**src/rtl/quad_pkg.sv**
```systemverilog
`default_nettype none
// ============================================================================
// Module      : quad_pkg
// Description : Shared definitions for the quadrature decoder: phase
//               constants, FSM state encodings, error counter width and the
//               (A,B) -> phase encode function.
// Revision    : 1.0 - initial release
// ============================================================================
package quad_pkg;

  localparam int ERR_CNT_W = 8;

  // Quadrature phases in generator order 10 -> 11 -> 01 -> 00
  localparam logic [1:0] PH_0 = 2'd0;
  localparam logic [1:0] PH_1 = 2'd1;
  localparam logic [1:0] PH_2 = 2'd2;
  localparam logic [1:0] PH_3 = 2'd3;

  // Decoder FSM states
  localparam logic [0:0] ST_INIT  = 1'b0;
  localparam logic [0:0] ST_TRACK = 1'b1;

  // Map a filtered (A,B) pair onto its phase index; forward motion is +1 mod 4
  function automatic logic [1:0] phase_enc(input logic a, input logic b);
    logic [1:0] ph;
    case ({a, b})
      2'b10:   ph = PH_0;
      2'b11:   ph = PH_1;
      2'b01:   ph = PH_2;
      default: ph = PH_3;
    endcase
    return ph;
  endfunction

endpackage : quad_pkg
`default_nettype wire

```
**src/rtl/quad_sync_filter.sv**
```systemverilog
`default_nettype none
// ============================================================================
// Module      : quad_sync_filter
// Description : Two-bit synchronizer chain followed by a stability filter.
//               A new (A,B) value is accepted only after FILT_LEN consecutive
//               identical synchronized samples that differ from the current
//               filtered value. changed_o pulses for one cycle on acceptance.
// Revision    : 1.0 - initial release
// ============================================================================
module quad_sync_filter #(
  parameter int SYNC_STAGES = 2,
  parameter int FILT_LEN    = 3
) (
  input  logic       clk,
  input  logic       reset,
  input  logic [1:0] raw_i,
  output logic [1:0] filt_o,
  output logic       changed_o
);

  localparam int              RUN_W    = $clog2(FILT_LEN + 1);
  localparam logic [RUN_W-1:0] C_FILT  = RUN_W'(FILT_LEN);
  localparam logic [RUN_W-1:0] C_ONE   = RUN_W'(1);

  logic [SYNC_STAGES-1:0][1:0] sync_q;
  logic [SYNC_STAGES-1:0]      fill_q;

  logic [1:0]       filt_q,    filt_d;
  logic             filt_vld_q, filt_vld_d;
  logic [1:0]       cand_q,    cand_d;
  logic [RUN_W-1:0] run_q,     run_d;
  logic             changed_q, changed_d;

  logic [1:0]       w_sync;
  logic             w_sync_vld;
  logic             w_differs;
  logic [RUN_W-1:0] w_run;

  // Shift raw pins through the synchronizer; fill_q marks stages holding real samples
  always_ff @(posedge clk) begin
    if (reset) begin
      sync_q <= '0;
      fill_q <= '0;
    end else begin
      sync_q <= {sync_q[SYNC_STAGES-2:0], raw_i};
      fill_q <= {fill_q[SYNC_STAGES-2:0], 1'b1};
    end
  end

  assign w_sync     = sync_q[SYNC_STAGES-1];
  assign w_sync_vld = fill_q[SYNC_STAGES-1];
  // Before the first acceptance there is no filtered value, so anything counts as new
  assign w_differs  = !filt_vld_q || (w_sync != filt_q);
  assign w_run      = ((run_q != '0) && (w_sync == cand_q)) ? (run_q + C_ONE) : C_ONE;

  // Count the run length of a candidate and promote it once the run is long enough
  always_comb begin
    filt_d     = filt_q;
    filt_vld_d = filt_vld_q;
    cand_d     = cand_q;
    run_d      = run_q;
    changed_d  = 1'b0;
    if (w_sync_vld) begin
      if (!w_differs) begin
        run_d = '0;
      end else begin
        cand_d = w_sync;
        if (w_run >= C_FILT) begin
          filt_d     = w_sync;
          filt_vld_d = 1'b1;
          changed_d  = 1'b1;
          run_d      = '0;
        end else begin
          run_d = w_run;
        end
      end
    end
  end

  // Filter state registers
  always_ff @(posedge clk) begin
    if (reset) begin
      filt_q     <= '0;
      filt_vld_q <= 1'b0;
      cand_q     <= '0;
      run_q      <= '0;
      changed_q  <= 1'b0;
    end else begin
      filt_q     <= filt_d;
      filt_vld_q <= filt_vld_d;
      cand_q     <= cand_d;
      run_q      <= run_d;
      changed_q  <= changed_d;
    end
  end

  assign filt_o    = filt_q;
  assign changed_o = changed_q;

endmodule : quad_sync_filter
`default_nettype wire

```
**src/rtl/quad_decoder.sv**
```systemverilog
`default_nettype none
// ============================================================================
// Module      : quad_decoder
// Description : Quadrature receiver. Synchronizes and filters A/B, decodes
//               legal phase steps into a modulo position count and direction,
//               and flags/counts illegal two-bit transitions.
// Revision    : 1.0 - initial release
// ============================================================================
module quad_decoder
  import quad_pkg::*;
#(
  parameter int CNT_W       = 16,
  parameter int SYNC_STAGES = 2,
  parameter int FILT_LEN    = 3
) (
  input  logic                 clk,
  input  logic                 reset,
  input  logic                 sq_a,
  input  logic                 sq_b,
  input  logic                 clear,
  output logic [CNT_W-1:0]     position,
  output logic                 dir,
  output logic                 step,
  output logic                 err,
  output logic [ERR_CNT_W-1:0] err_count
);

  localparam logic [CNT_W-1:0]     C_POS_ONE = CNT_W'(1);
  localparam logic [ERR_CNT_W-1:0] C_ERR_ONE = ERR_CNT_W'(1);

  logic [1:0] w_filt;
  logic       w_changed;
  logic [1:0] w_new_ph;
  logic [1:0] w_delta;

  logic [0:0]           state_q,   state_d;
  logic [1:0]           phase_q,   phase_d;
  logic [CNT_W-1:0]     pos_q,     pos_d;
  logic                 dir_q,     dir_d;
  logic                 step_q,    step_d;
  logic                 err_q,     err_d;
  logic [ERR_CNT_W-1:0] err_cnt_q, err_cnt_d;

  quad_sync_filter #(
    .SYNC_STAGES (SYNC_STAGES),
    .FILT_LEN    (FILT_LEN)
  ) u_sync_filter (
    .clk       (clk),
    .reset     (reset),
    .raw_i     ({sq_a, sq_b}),
    .filt_o    (w_filt),
    .changed_o (w_changed)
  );

  assign w_new_ph = phase_enc(w_filt[1], w_filt[0]);
  // Modulo-4 phase difference: 1 = forward, 3 = backward, 2 = illegal jump
  assign w_delta  = w_new_ph - phase_q;

  // Decode each accepted filter change into a step, an error or a phase load
  always_comb begin
    state_d   = state_q;
    phase_d   = phase_q;
    pos_d     = pos_q;
    dir_d     = dir_q;
    err_cnt_d = err_cnt_q;
    step_d    = 1'b0;
    err_d     = 1'b0;
    if (w_changed) begin
      phase_d = w_new_ph;
      if (state_q == ST_INIT) begin
        state_d = ST_TRACK;
      end else begin
        case (w_delta)
          2'd1: begin
            pos_d  = pos_q + C_POS_ONE;
            dir_d  = 1'b1;
            step_d = 1'b1;
          end
          2'd3: begin
            pos_d  = pos_q - C_POS_ONE;
            dir_d  = 1'b0;
            step_d = 1'b1;
          end
          2'd2: begin
            err_d = 1'b1;
            if (err_cnt_q != '1) begin
              err_cnt_d = err_cnt_q + C_ERR_ONE;
            end
          end
          default: ;
        endcase
      end
    end
    // Clear overrides any concurrent step on the count only
    if (clear) begin
      pos_d = '0;
    end
  end

  // Decoder state and output registers
  always_ff @(posedge clk) begin
    if (reset) begin
      state_q   <= ST_INIT;
      phase_q   <= PH_0;
      pos_q     <= '0;
      dir_q     <= 1'b0;
      step_q    <= 1'b0;
      err_q     <= 1'b0;
      err_cnt_q <= '0;
    end else begin
      state_q   <= state_d;
      phase_q   <= phase_d;
      pos_q     <= pos_d;
      dir_q     <= dir_d;
      step_q    <= step_d;
      err_q     <= err_d;
      err_cnt_q <= err_cnt_d;
    end
  end

  assign position  = pos_q;
  assign dir       = dir_q;
  assign step      = step_q;
  assign err       = err_q;
  assign err_count = err_cnt_q;

endmodule : quad_decoder
`default_nettype wire

```
**config.mk**
```make
export PLATFORM = sky130hd
export DESIGN_NAME = quad_decoder
export DESIGN_NICKNAME = d
export VERILOG_FILES = /design/src/rtl/quad_pkg.sv /design/src/rtl/quad_sync_filter.sv /design/src/rtl/quad_decoder.sv
export SDC_FILE = /design/constraint.sdc
export NUM_CORES = 1
export LEC_CHECK = 0
export CORE_ASPECT_RATIO = 2
export CORE_MARGIN = 2
export CORE_UTILIZATION = 35
export DETAILED_ROUTE_END_ITERATION = 8
export GPL_ROUTABILITY_DRIVEN = 0
export RECOVER_POWER = 50
export SLEW_MARGIN = 25
export SYNTH_ARGS = -nofsm -noshare
export SYNTH_HDL_FRONTEND = slang
export SYNTH_HIERARCHICAL = 1
export SYNTH_SLANG_ARGS = --single-unit
```
**constraint.sdc**
```tcl
create_clock -name clk -period 3.2 [get_ports clk]
set_clock_uncertainty 0.05 [all_clocks]
set_input_delay 0.64 -clock clk [delete_from_list [all_inputs] [get_ports clk]]
set_output_delay 0.64 -clock clk [all_outputs]
set_load 0.02 [all_outputs]
```
# After elaboration in Yosys (flattened, before gate mapping)
# Index checks and enable logic that the tools add are counted.
[classes]
bitwise = 4
n_lt_le_gt_ge = 1
n_mux = 10
addsub = 5
n_eq_ne = 9
reduce_logical = 13
[op_table]
columns = ["op", "n"]
rows = [
  ["one-hot mux 16 bit (2 select lines)", 1],
  ["adder 16 x 1 -> 16 bit (second input constant)", 1],
  ["subtractor 16 x 1 -> 16 bit (second input constant)", 1],
  ["adder 8 x 1 -> 8 bit (second input constant)", 1],
  ["== test 2 bit (second input constant)", 4],
  ["!= test 8 bit (second input constant)", 1],
  ["two-way mux 2 bit", 3],
  ["one-hot mux 2 bit (3 select lines)", 1],
  ["AND reduction 3 bit", 2],
  ["OR reduction 3 bit", 2],
  ["== test 2 x 1 -> 1 bit (second input constant)", 2],
  ["two-way mux 1 bit", 4],
  ["inverter 1 bit", 4],
  ["AND reduction 4 bit", 1],
  ["nonzero test 2 bit", 2],
  ["OR reduction 2 bit", 2],
  ["adder 2 x 1 -> 2 bit (second input constant)", 1],
  ["== test 2 bit", 1],
  [">= comparator 2 bit (second input constant)", 1],
  ["!= test 2 bit", 1],
  ["one-hot mux 1 bit (2 select lines)", 1],
  ["AND reduction 2 bit", 1],
  ["subtractor 2 bit", 1],
  ["logical AND 1 bit", 1],
  ["2 further kinds", 2],
]
[word_totals]
register_bits = 44
output_inout_bits = 27

# Depth between registers and ports, before layout
# Gate-level depths: netlist (run 1).
[logic_depth]
word_depth = 6
depth_mapped = 12

# Cells and area by module
# The synthesis (run 1) kept the hierarchy.
[by_module_without_submodules]
columns = ["module", "cells_per_inst", "instances", "area_per_inst_um2"]
rows = [
  ["quad_decoder", 218, 1, 1798.0],
  ["quad_sync_filter", 57, 1, 600.6],
]

# Worst setup path after synthesis (run 1)
# OpenSTA, ideal clock, no wires.
[synth_timing]
path_type = "reg-to-reg"
from = "register u_sync_filter.filt_q[1], in the netlist u_sync_filter/filt_o[1]"
to = "register pos_q[12], in the netlist position[12]"
path_stages_with_launch = 13
arrival_time_ps = 3000
path_buffers = 0
required_ps = 3079
setup_time_ps = 71
setup_slack_ps = 80
path_cell_list = "dfxtp_1 > inv_1 > ha_1 > ha_1 > xnor2_2 > mux2i_2 > xnor2_1 > ha_1 > and3_1 > nand4_1 > mux2_2 > or3_1 > a21oi_1"
[synth_via]
elab_chain_cells = 6
elab_cells_between_ends = 10
classes_between = "add/sub (1); eq/ne (5); mux (2); reduce/logical (2)"
[synth_rtl]
columns = ["item", "line_no", "rtl"]
rows = [
  ["start, declared", "quad_sync_filter.sv:28", "logic [1:0] filt_q, filt_d;"],
  ["start signal, assigned", "quad_sync_filter.sv:89", "filt_q <= filt_d;"],
  ["== test 2 x 1 -> 1 bit / == test 2 bit (equally long branches)", "quad_pkg.sv:26", "case ({a, b})"],
  ["one-hot mux 2 bit (3 select lines) (*)", "quad_pkg.sv:26", ""],
  ["subtractor 2 bit (*)", "quad_decoder.sv:57", "assign w_delta = w_new_ph - phase_q;"],
  ["== test 2 bit / == test 2 x 1 -> 1 bit (equally long branches)", "quad_decoder.sv:73", "case (w_delta)"],
  ["nonzero test 2 bit (no line)", "n/a", ""],
  ["AND reduction 3 bit (no line)", "n/a", ""],
  ["end signal, assigned", "quad_decoder.sv:113", "pos_q <= pos_d;"],
  ["end, declared", "quad_decoder.sv:38", "logic [CNT_W-1:0] pos_q, pos_d;"],
]
# Mark *: on every way between the ends. The rest lies on a longest branch, timed or not.
# A chain may end at the register's enable or synchronous reset.

# Worst setup path in the final report (run 1)
# Ends and elaborated chain as after synthesis.

==> results of run 1 <==
-- critical path, cell delays in order (launching register included) --
cell	delay, ns
dfxtp_2	0.36
inv_1	0.07
ha_1	0.29
ha_2	0.38
o21ba_2	0.18
mux2i_2	0.18
xnor2_1	0.15
ha_2	0.21
and3_1	0.21
nand4_1	0.10
mux2_2	0.29
or3_1	0.30
a21oi_1	0.14
-- sequential cells by signal, indices dropped and copies added, names as in the netlist --
| register | flops |
|---|---|
| dir | 1 |
| err | 1 |
| err_count | 8 |
| phase_q | 2 |
| position | 16 |
| state_q | 1 |
| step | 1 |
| u_sync_filter/cand_q | 2 |
| u_sync_filter/changed_o | 1 |
| u_sync_filter/fill_q | 2 |
| u_sync_filter/filt_o | 2 |
| u_sync_filter/filt_vld_q | 1 |
| u_sync_filter/run_q | 2 |
| u_sync_filter/sync_q | 2 |
| u_sync_filter/w_sync | 2 |
-- stage by stage --
stage,worst slack [ns],instances,cell area (µm²),hold slack [ns],util
CTS,0.140,394,2960,0.388,0.447
floorplan,0.0797,275,2400,0.364,-
finish,0.203,394,2950,0.384,0.445
global placement,0.234,386,2790,0.370,0.422
detailed placement,0.157,386,2790,0.374,0.422
global route,0.0148,394,2950,0.406,0.445
-- synth_stat cells (all sizes together) (2+ instances only) --
| cell | count |
|---|---|
| a211oi | 3 |
| a21oi | 9 |
| and3 | 4 |
| and3b | 2 |
| and4 | 3 |
| and4b | 2 |
| buf | 5 |
| clkbuf | 9 |
| dfxtp | 44 |
| ha | 6 |
| inv | 9 |
| mux2 | 5 |
| mux2i | 14 |
| nand2 | 21 |
| nand3 | 10 |
| nand4 | 8 |
| nor2 | 29 |
| nor2b | 8 |
| nor3 | 15 |
| nor4 | 14 |
| nor4b | 3 |
| o21a | 3 |
| o21ai | 8 |
| or3 | 10 |
| or4 | 2 |
| xnor2 | 15 |
-- power breakdown --
group	internal, mW	total [mW]	leakage [nW]	switching [mW]
Sequential	0.553	0.557	0.357	0.00433
Clock	0.367	0.589	0.0798	0.222
Combinational	0.0178	0.0414	0.664	0.0236
-- cell families (layout without fill, tap and decap cells) --
family / Yosys count / in the layout / share of synthesized area
XOR/XNOR: 16 / 16 / 0.0616
AND/OR/NAND/NOR: 136 / 136 / 0.316
multiplexers: 19 / 19 / 0.0850
buffers and inverters: 23 / 54 / 0.0443
AO/OA/AOI/OAI: 31 / 31 / 0.0949
adder cells (fa/ha/maj): 6 / 6 / 0.0313
flip-flops: 44 / 44 / 0.367
-- timing repair --
item / CTS / global route
endpoints found under the setup margin: 0 / 6
resized for setup: 0 / 5
buffers inserted: 0 / 0
-- area by class of cell --
| class | instances | area, µm² | area share |
|---|---|---|---|
| clock inverter | 3 | 42.5 | 0.0144 |
| inverter | 9 | 33.8 | 0.0115 |
| tap | 88 | 110 | 0.0374 |
| sequential | 44 | 883 | 0.300 |
| timing repair buffer | 37 | 352 | 0.119 |
| multi-input combinational | 208 | 1400 | 0.475 |
| clock buffer | 5 | 125 | 0.0425 |
-- final timing paths --
path	start	to	slack (ns)	cells after the start
min	u_sync_filter/fill_q[0]	u_sync_filter/fill_q[1]	0.38	1
max reg2reg	u_sync_filter/filt_o[1]	position[12]	0.20	12
max	u_sync_filter/filt_o[1]	position[12]	0.20	12
min reg2reg	u_sync_filter/fill_q[0]	u_sync_filter/fill_q[1]	0.38	1
-- layer usage --
layer | up-vias | part of all wire
met3 | 21 | 0.027
met5 | - | 0
met2 | 50 | 0.57
li1 | 1049 | -
met4 | 0 | 0.046
met1 | 1001 | 0.36
==> flow_summary.yaml, run 1 <==
logic_synthesis:
  yosys.cell_types.count: 51
  syn_area_um2: 2400
  ys.flop_type: "dfxtp_1"
  synthArstFlopShare: 0
  ys_seq_area_frac: 0.367
  synth-warning-count: 6
  synthCells: 275
  syn_nets: 286
  synth_edf_count: 0
  synth_top_area_share: 0.367
  ys_ff_latch: 44
  synth.avg_cell_area_um2: 8.72
  synth_area_leaders: "dfxtp_1, mux2i_1, xnor2_1"
  synth_area_leader_cell: "dfxtp_1"
grt:
  use_met1: 0.155
  top_usage_layer: "met2"
  use_met3: 0.0250
  antenna_found_initial: 0
  grt_max_degree: 19
  grt_usage: 0.167
  grt-ovfl-total: 0
  grt_pass1_wl_mm: 9.84
  grt_pass1_vias: 2042
  grt_use_met2: 0.325
setup_path:
  worstSetupStartpointType: "flop"
  cp_max_fo: 6
  cp.arrival_ns: 3.16
  cp.required_ns: 3.37
  worst_setup_path_end_kind: "flop"
  critPathKind: "flop to flop"
job:
  drv_cap: 0
placement:
  port-buffer-count: 31
  hpwlAfterDp_mm: 4.49
layout:
  num-nets-final: 316
  n_fill_cell: 694
  num_antenna_cells: 0
  areaGrowthSynthToFinish_pct: 22.8
  final_common_cell: "dfxtp_1"
  drive_above_1_share: 0.101
  final_cell_mix: "dfxtp_1, nor2_1, nand2_1"
power_and_ir_drop:
  powerDensity_nw_per_um2: 403
  power_leakage_nw: 1.10
  ir_drop_v: 0.000341
  power_mw: 1.19
run_status:
  status: "complete, no violations"
timing:
  max_slew_margin: 0.417
  final-hold-violation-count: 0
  rsz0062_at_grt: "no"
  drv_slew: 0
  setup_viol: 0
  tightest_slew_ns: 0.875
  post-route-period-util: 0.936
  fmax_mhz: 334
  fin_setup_tns_ns: 0
  min_period_ns: 3.00
clock_network:
  postCtsHoldBufs: 0
  clock_sinks: 44
  cts_tree: "yes"
  clk_path_buf_depth: 2
  root_buffer: "clkbuf_16"
  numCtsBuffers: 5
  h-tree-depth: 2
  clk_latency_ns: 0.29
  path_clk_slew_ns: 0.07
floorplan:
  die_area_um2: 7570
  coreArea_um2: 6620
  ios: 32
  die_w_um: 62.5
  row_count: 42
  die_y_um: 121
  start_util: 0.362
detailed_routing:
  wire_per_inst_um: 15.1
  drt_pass1_iterations: 4
  ant_nets: 0
  drcViolationCount: 0
  vias: 2121
  first_iter_violations: 108
  wl_mm: 5.95
  viasPerCell: 5.38
hold_path:
  min_path_type: "flop to flop"
Note: power is estimated with default switching activity, not from simulation.
==> inputs of run 2 (changes only) <==
- CORE_UTILIZATION: 35 -> 49
- PLACE_DENSITY: unset -> 0.75
==> run 2 against run 1 <==
Against the previous run:
- maximum frequency grew 0.37%
- first-iteration DRC count shrank 39%
- sequential power is essentially flat
- global-route usage grew 3.8 points
- non-clock buffer count grew 1
- wire length shrank 15%
- core utilization grew 16 points
- sequential share of layout area grew 0.49 points
- critical path depth is the same
- die area shrank 27%
==> flow_summary.yaml, run 2 (same netlist as run 1, synthesis figures left out) <==
run_status:
  status: "complete, no violations"
floorplan:
  die_y_um: 103
  ios: 32
  die_area_um2: 5500
  coreArea_um2: 4770
  die_w_um: 53.5
  row_count: 36
  start_util: 0.502
hold_path:
  min_path_type: "flop to flop"
  worstHoldStart: "u_sync_filter/fill_q[0]"
  holdPathStages: 1
  min_to: "u_sync_filter/fill_q[1]"
setup_path:
  worst_setup_path_end_kind: "flop"
  cp.arrival_ns: 3.16
  r2r_end: "position[12]"
  worstSetupStartpointType: "flop"
  r2r-start: "u_sync_filter/filt_o[0]"
  crit_slowest_cell: "dfxtp_2"
  crit_family: "adder cells"
  crit_chain: "inv_1 > ha_1 > ha_4 > o21ba_2 > mux2i_2 > xnor2_1 > ha_1 > and3_1 > nand4_1 > mux2_2 > or3_1 > a21oi_1"
  reg2reg_slack_ns: 0.21
  critPathKind: "flop to flop"
  cp_max_fo: 6
  cp.required_ns: 3.38
  worstRegToRegCells: 12
  slowest_delay_ns: 0.37
  critPathBufInv: 1
  cp_num_cells: 12
  cp_common_cell: "ha_1"
clock_network:
  path_clk_slew_ns: 0.08
  clock_sinks: 44
  clk_path_buf_depth: 2
  clk_latency_ns: 0.30
  h-tree-depth: 2
  root_buffer: "clkbuf_8"
  cts_tree: "yes"
  numCtsBuffers: 5
  postCtsHoldBufs: 0
placement:
  dp.cells: 354
  hpwlAfterDp_mm: 3.66
  placed_area_um2: 2750
  port-buffer-count: 31
power_and_ir_drop:
  ir_drop_v: 0.000362
  power_leakage_nw: 1.12
  powerDensity_nw_per_um2: 355
  power_mw: 1.03
detailed_routing:
  drt_pass1_iterations: 4
  wl_mm: 5.06
  viasPerCell: 5.84
  vias: 2126
  first_iter_violations: 66
  drcViolationCount: 0
  wire_per_inst_um: 13.9
  ant_nets: 0
timing:
  fin_setup_tns_ns: 0
  setup_viol: 0
  drv_slew: 0
  min_period_ns: 2.99
  post-route-period-util: 0.933
  tightest_slew_ns: 1.29
  fmax_mhz: 335
  final-hold-violation-count: 0
  rsz0062_at_grt: "no"
  max_slew_margin: 0.141
job:
  drv_cap: 0
layout:
  utilization: 0.607
  num_antenna_cells: 0
  fin_area_um2: 2900
  final_cell_mix: "dfxtp_1, nor2_1, nand2_1"
  num-nets-final: 317
  stdcell_count: 364
  largest_register_ffs: 16
  n_fill_cell: 431
  areaGrowthSynthToFinish_pct: 20.8
  seqCellArea_um2: 883
  drive_above_1_share: 0.104
  final_common_cell: "dfxtp_1"
  multi_input_area_um2: 1430
grt:
  antenna_found_initial: 0
  grt_max_degree: 32
  grt_usage: 0.206
  grt-ovfl-total: 0
  grt_pass1_wl_mm: 8.60
  grt_pass1_vias: 1930
run 2: cell types whose count changed in the layout (fill, tap and decap cells not counted), sizes merged:
cell / previous run / this run
clkinvlp: 1 / 0
clkinv: 1 / 2
buf: 5 / 6
run 2: final cells by class:
cell class	instances	share of cell area
Multi-Input combinational cell	208	0.495
Sequential cell	44	0.305
Inverter	9	0.0117
Clock inverter	3	0.0164
Timing Repair Buffer	38	0.124
Clock buffer	5	0.0237
Tap cell	57	0.0246
run 2: where the power goes:
part / internal, mW / switching, mW / leakage (nW)
registers: 0.552 / 0.00404 / 0.357
clock network: 0.235 / 0.196 / 0.0583
logic: 0.0175 / 0.0233 / 0.701
total: 0.805 / 0.223 / 1.12
run 2: repair_timing:
action                                  CTS  global route
endpoints found under the hold margin     0             0
endpoints found under the setup margin    0             6
setup buffers                             0             2
gates resized for setup                   0             5
run 2: how the worst max path moves through the flow:
stage / end / from / slack [ns]
after floorplan: position[12] / u_sync_filter/filt_o[1] / 0.08
after detailed placement: position[12] / u_sync_filter/filt_o[1] / 0.12
final: position[12] / u_sync_filter/filt_o[0] / 0.21
after CTS: position[12] / u_sync_filter/filt_o[0] / 0.1
after global routing: position[12] / u_sync_filter/filt_o[1] / 0.04
after global placement: position[12] / u_sync_filter/filt_o[1] / 0.24
run 2: through the flow:
| stage | setup WS [ns] | hold slack [ns] |
|---|---|---|
| floorplan | 0.0797 | 0.364 |
| global placement | 0.242 | 0.371 |
| detailed placement | 0.116 | 0.375 |
| CTS | 0.0976 | 0.397 |
| global route | 0.0434 | 0.408 |
| finish | 0.215 | 0.392 |
run 2: worst register-to-register path, stage by stage (launching register included):
cell and delay, ns:
dfxtp_2 0.37, inv_1 0.05, ha_1 0.33, ha_4 0.31, o21ba_2 0.17, mux2i_2 0.21, xnor2_1 0.15, ha_1 0.21
and3_1 0.22, nand4_1 0.10, mux2_2 0.28, or3_1 0.30, a21oi_1 0.14
run 2: routing by layer:
| layer | global-route usage | vias up | part of all wire |
|---|---|---|---|
| met4 | 0.0947 | 0 | 0.020 |
| met3 | 0.0333 | 11 | 0.050 |
| li1 | - | 1060 | - |
| met2 | 0.342 | 61 | 0.50 |
| met1 | 0.252 | 994 | 0.43 |
| met5 | 0 | - | 0 |
==> inputs of run 3 (changes only) <==
- CTS_BUF_LIST: unset -> sky130_fd_sc_hd__clkbuf_16
- SKIP_LAST_GASP: unset -> 1
==> run 3 against run 2 <==
Against the previous run:
- via count rose by 0.61%
- register-to-register slack improved by 0.02 ns
- sequential share of layout area is 0.58 points lower
- non-clock buffer count is the same
- hold slack lost 0.0052 ns
- critical path depth did not move
- flip-flop and latch count did not move
- largest power group is now the clock network
- core utilization increased by 1.2 points
- design area up 1.9%
- worst setup slack gained 0.016 ns
==> flow_summary.yaml, run 3 (same netlist as run 1, synthesis figures left out) <==
run_status:
  status: "complete, no violations"
setup_path:
  worstRegToRegCells: 12
  worstSetupStartpointType: "flop"
  r2r-start: "u_sync_filter/filt_o[1]"
  critPathKind: "flop to flop"
  r2r_end: "position[12]"
  worst_setup_path_end_kind: "flop"
  reg2reg_slack_ns: 0.23
  cp.arrival_ns: 3.12
  cp.required_ns: 3.35
  cp_max_fo: 6
timing:
  post-route-period-util: 0.928
  setup_viol: 0
  fmax_mhz: 337
  rsz0062_at_grt: "no"
  max_slew_margin: 0.132
  finalWorstSetupSlack_ns: 0.231
  tightest_slew_ns: 1.30
  final-hold-violation-count: 0
  drv_slew: 0
  holdWs_ns: 0.387
  fin_setup_tns_ns: 0
  min_period_ns: 2.97
placement:
  pre_cts_ws_ns: 0.116
  port-buffer-count: 31
  hpwlAfterDp_mm: 3.66
clock_network:
  cts_tree: "yes"
  clock_sinks: 44
  numCtsBuffers: 5
  root_buffer: "clkbuf_16"
  path_clk_slew_ns: 0.06
  clk_latency_ns: 0.29
  h-tree-depth: 2
  clk_path_buf_depth: 2
detailed_routing:
  ant_nets: 0
  wire_per_inst_um: 14.5
  top_layer: "met4"
  wl_mm: 5.28
  wl_met3_um: 294
  wl_met1_mm: 2.23
  first_iter_violations: 78
  viasPerCell: 5.88
  drcViolationCount: 0
  wl_met2_mm: 2.70
  drt_pass1_iterations: 4
  vias: 2139
floorplan:
  die_w_um: 53.5
  ios: 32
  coreArea_um2: 4770
  row_count: 36
  die_y_um: 103
  start_util: 0.502
  die_area_um2: 5500
grt:
  grt_max_degree: 32
  grt_pass1_wl_mm: 8.87
  grt-ovfl-total: 0
  antenna_found_initial: 0
  grt_pass1_vias: 1978
  grt_usage: 0.212
layout:
  utilization: 0.619
  areaGrowthSynthToFinish_pct: 23.2
  num-nets-final: 317
  largest_register_ffs: 16
  final_cell_mix: "dfxtp_1, nor2_1, nand2_1"
  final_common_cell: "dfxtp_1"
  num_antenna_cells: 0
  drive_above_1_share: 0.104
  n_fill_cell: 429
hold_path:
  holdPathStages: 1
  min_to: "u_sync_filter/fill_q[1]"
  min_path_type: "flop to flop"
  worstHoldStart: "u_sync_filter/fill_q[0]"
power_and_ir_drop:
  power_leakage_nw: 1.15
  powerDensity_nw_per_um2: 400
  ir_drop_v: 0.000377
job:
  drv_cap: 0
## run 3: metrics by stage
step	cell area, µm²	power (mW)	instances
3_5_place_dp	2750	0.611	354
2_1_floorplan	2400	0.598	275
3_3_place_gp	2750	0.610	354
5_1_grt	2950	1.23	364
6_report	2950	1.18	364
4_1_cts	2920	1.20	362
## run 3: layout make-up
cell class                      count  area, µm²  share of cell area
Timing Repair Buffer               38        359               0.122
Clock inverter                      3       47.5              0.0161
Inverter                            9       33.8              0.0114
Tap cell                           57       71.3              0.0241
Sequential cell                    44        883               0.299
Clock buffer                        5        125              0.0424
Multi-Input combinational cell    208       1430               0.485
## run 3: how the worst max path moves through the flow
| stage | from | to |
|---|---|---|
| after floorplan | u_sync_filter/filt_o[1] | position[12] |
| after global placement | u_sync_filter/filt_o[1] | position[12] |
| after detailed placement | u_sync_filter/filt_o[1] | position[12] |
| after CTS | u_sync_filter/filt_o[1] | position[12] |
| after global routing | u_sync_filter/filt_o[1] | position[12] |
| final | u_sync_filter/filt_o[1] | position[12] |
## run 3: worst max-delay path, cell delays in order (launching register included)
cell	delay, ns
dfxtp_2	0.37
inv_1	0.07
ha_1	0.32
ha_4	0.31
o21ba_2	0.17
mux2i_2	0.20
xnor2_1	0.15
ha_1	0.21
and3_1	0.22
nand4_1	0.10
mux2_2	0.28
or3_1	0.30
a21oi_1	0.14
## run 3: timing repair
action,CTS,global route
resized for setup,0,5
endpoints found under the setup margin,0,6
setup buffers,0,2
hold buffers,0,0
## run 3: where the power goes
part	switching, mW	internal, mW
clock network	0.214	0.371
logic	0.0237	0.0175
registers	0.00409	0.553
## run 3: metal layers
metal	vias up	global-route usage
met4	0	0.0730
met3	4	0.0362
li1	1052	-
met1	1013	0.259
met5	-	0
met2	70	0.364
==> patch, RTL diff (config.mk and constraints of run 1) <==
`SYNC_STAGES` is set to 2 in 2 places; all go to 4.
--- a/src/rtl/quad_sync_filter.sv
+++ b/src/rtl/quad_sync_filter.sv
@@ -8,7 +8,7 @@
 // Revision    : 1.0 - initial release
 // ============================================================================
 module quad_sync_filter #(
-  parameter int SYNC_STAGES = 2,
+  parameter int SYNC_STAGES = 4,
   parameter int FILT_LEN    = 3
 ) (
   input  logic       clk,
--- a/src/rtl/quad_decoder.sv
+++ b/src/rtl/quad_decoder.sv
@@ -10,7 +10,7 @@
   import quad_pkg::*;
 #(
   parameter int CNT_W       = 16,
-  parameter int SYNC_STAGES = 2,
+  parameter int SYNC_STAGES = 4,
   parameter int FILT_LEN    = 3
 ) (
   input  logic                 clk,
Formal check against the unedited RTL: not equivalent (a bounded check fails within 10 cycles, from zero or initial values and one cycle with reset high).
==> patch against run 1 <==
  * Die area rose by 6.2%
  * Sequential cell count grew 6
  * Synthesized cell count grew 4.4%
  * Worst setup slack lost 35 ps
  * Non-clock buffer count rose by 2
  * Highest routed layer unchanged
  * Cell count up 4.6%
  * Largest cell class unchanged
  * Cell area up 6.7%
  * Wire length decreased by 9.3%
  * Largest power group is now registers
  * Global-route usage decreased by 2.5 points
  * Sequential share of layout area up 1.9 points
  * Maximum frequency fell by 1.2%
  * Total power rose by 1.5%
  * Area after synthesis increased by 6.5%
==> patch: results (changes against run 1) <==
layout:
  fill_cells: 731  # +5.3%
  diodes: 0  # unchanged
  fin_nets: 330  # +4.4%
  largest_reg_flops: 16  # unchanged
  drive_gt1_share_pct: 9.69  # -0.44 points
critical_path:
  timing.rr.end: "position[12]"
  cp_max_fo: 6  # unchanged
  cpPeakStageDelay_ps: 390
  crit_family: "adder cells"
  cp.arrival_ps: 3190  # +30 ps
  slowest_stage: "dfxtp_1"
  crit_type: "reg2reg"
  critical_path.reg2reg.startpoint: "u_sync_filter/filt_o[0]"
  regToRegSetupSlack_ps: 170  # -40 ps
  r2r_cells: 12  # unchanged
detailed_routing:
  drt_iter0_drc: 117  # +8.3%
  dr_total_vias: 2199  # +3.7%
  totalWireLength_um: 5400  # -9.3%
  drt_first_pass_iters: 4  # unchanged
global_route:
  globalRouteTotalUtil_pct: 14.2  # -2.5 points
  antenna_found_initial: 0  # unchanged
  grt_pass1_vias: 2081  # +1.9%
  grt_pass1_wl_um: 9250  # -6.0%
  grt_max_degree: 23  # +4
synthesis:
  synthArstFlopShare_pct: 0  # unchanged
  syn_nets: 298  # +4.2%
  synth_area_leaders: "dfxtp_1, mux2i_1, xnor2_1"
  yosys_warnings: 6  # unchanged
  synth_common_cells: "dfxtp_1, nor2_1, nand2_1"
  synth_cell_types: 52  # +2.0%
  synth_seq_area_share_pct: 39.2  # +2.5 points
  synth_ff_type: "dfxtp_1"
min_path:
  holdPathEnd: "u_sync_filter/w_sync[1]"
  hold_start: "u_sync_filter/sync_q[5]"
  hold_class: "reg2reg"
  hold_depth: 1  # unchanged
timing:
  maxSlewHeadroom_pct: 32.3  # -9.4 points
  setup_viol_count_final: 0  # unchanged
cts:
  numCtsBuffers: 5  # unchanged
  clk_pin_slew_ps: 70  # about the same
  clkLatencyLatePin_ps: 290  # about the same
  cts_buffer_depth: 2  # unchanged
  clock-root-buffer: "clkbuf_16"
  htreeDepth: 2  # unchanged
status:
  outcome: "finished clean"
placement:
  numPortBuffers: 31  # unchanged
  dp_hpwl_um: 3900  # -13%
pwr:
  max-vdd-ir-drop_mv: 0.423  # +24%
  power.leakage_uw: 0.00119  # +7.7%
-- patch: cell types whose count changed in the layout (fill, tap and decap cells not counted), sizes merged --
cell / delta
clkbuf: +2
dlygate4sd3: -2
bufinv: -1
nor2b: +6
clkdlybuf4s50: +2
buf: +1
clkinvlp: -1
dfxtp: +6
clkinv: +1
-- patch: area by class of cell --
class,instances,area [um^2],area share [%]
Multi-Input combinational cell,214,1470,46.8
Sequential cell,50,1000,31.9
Timing Repair Buffer,39,363,11.5
Clock buffer,6,139,4.42
Tap cell,92,115,3.66
Inverter,9,33.8,1.08
Clock inverter,2,17.5,0.558
-- patch: metrics by stage --
| step | hold slack (ps) | setup WS [ps] | instance area [um^2] | power, uW | cells |
|---|---|---|---|---|---|
| after floorplan | 364 | 79.7 | 2550 | 664 | 287 |
| after global placement | 367 | 229 | 2950 | 677 | 402 |
| after detailed placement | 374 | 79.5 | 2950 | 677 | 402 |
| after CTS | 391 | 35.8 | 3110 | 1220 | 410 |
| after global routing | 411 | 15.9 | 3140 | 1250 | 412 |
| final | 388 | 168 | 3140 | 1200 | 412 |
-- patch: repair_timing --
action | CTS | global route
setup endpoints to repair | 0 | 6
buffers inserted | 0 | 2
endpoints found under the hold margin | 0 | 0
resized for setup | 0 | 4
-- patch: cells by family after synthesis --
group	share of synthesized area (%)
AND/OR/NAND/NOR	31.1
adder cells (fa/ha/maj)	2.94
buffers and inverters	4.11
flip-flops	39.2
AO/OA/AOI/OAI	8.91
XOR/XNOR	5.78
multiplexers	7.98
-- patch: where the power goes --
part	internal [uW]	switching, uW
clock network	314	230
logic	12.4	18.2
registers	628	2.40
-- patch: layer usage --
metal  GRT usage [%]  vias up  part of all wire (%)
met1            18.1     1039                    46
met5               0        -                     0
met4            5.76        0                   2.1
met2            23.2       59                    47
met3            2.80       10                   4.7
li1                -     1091                     -
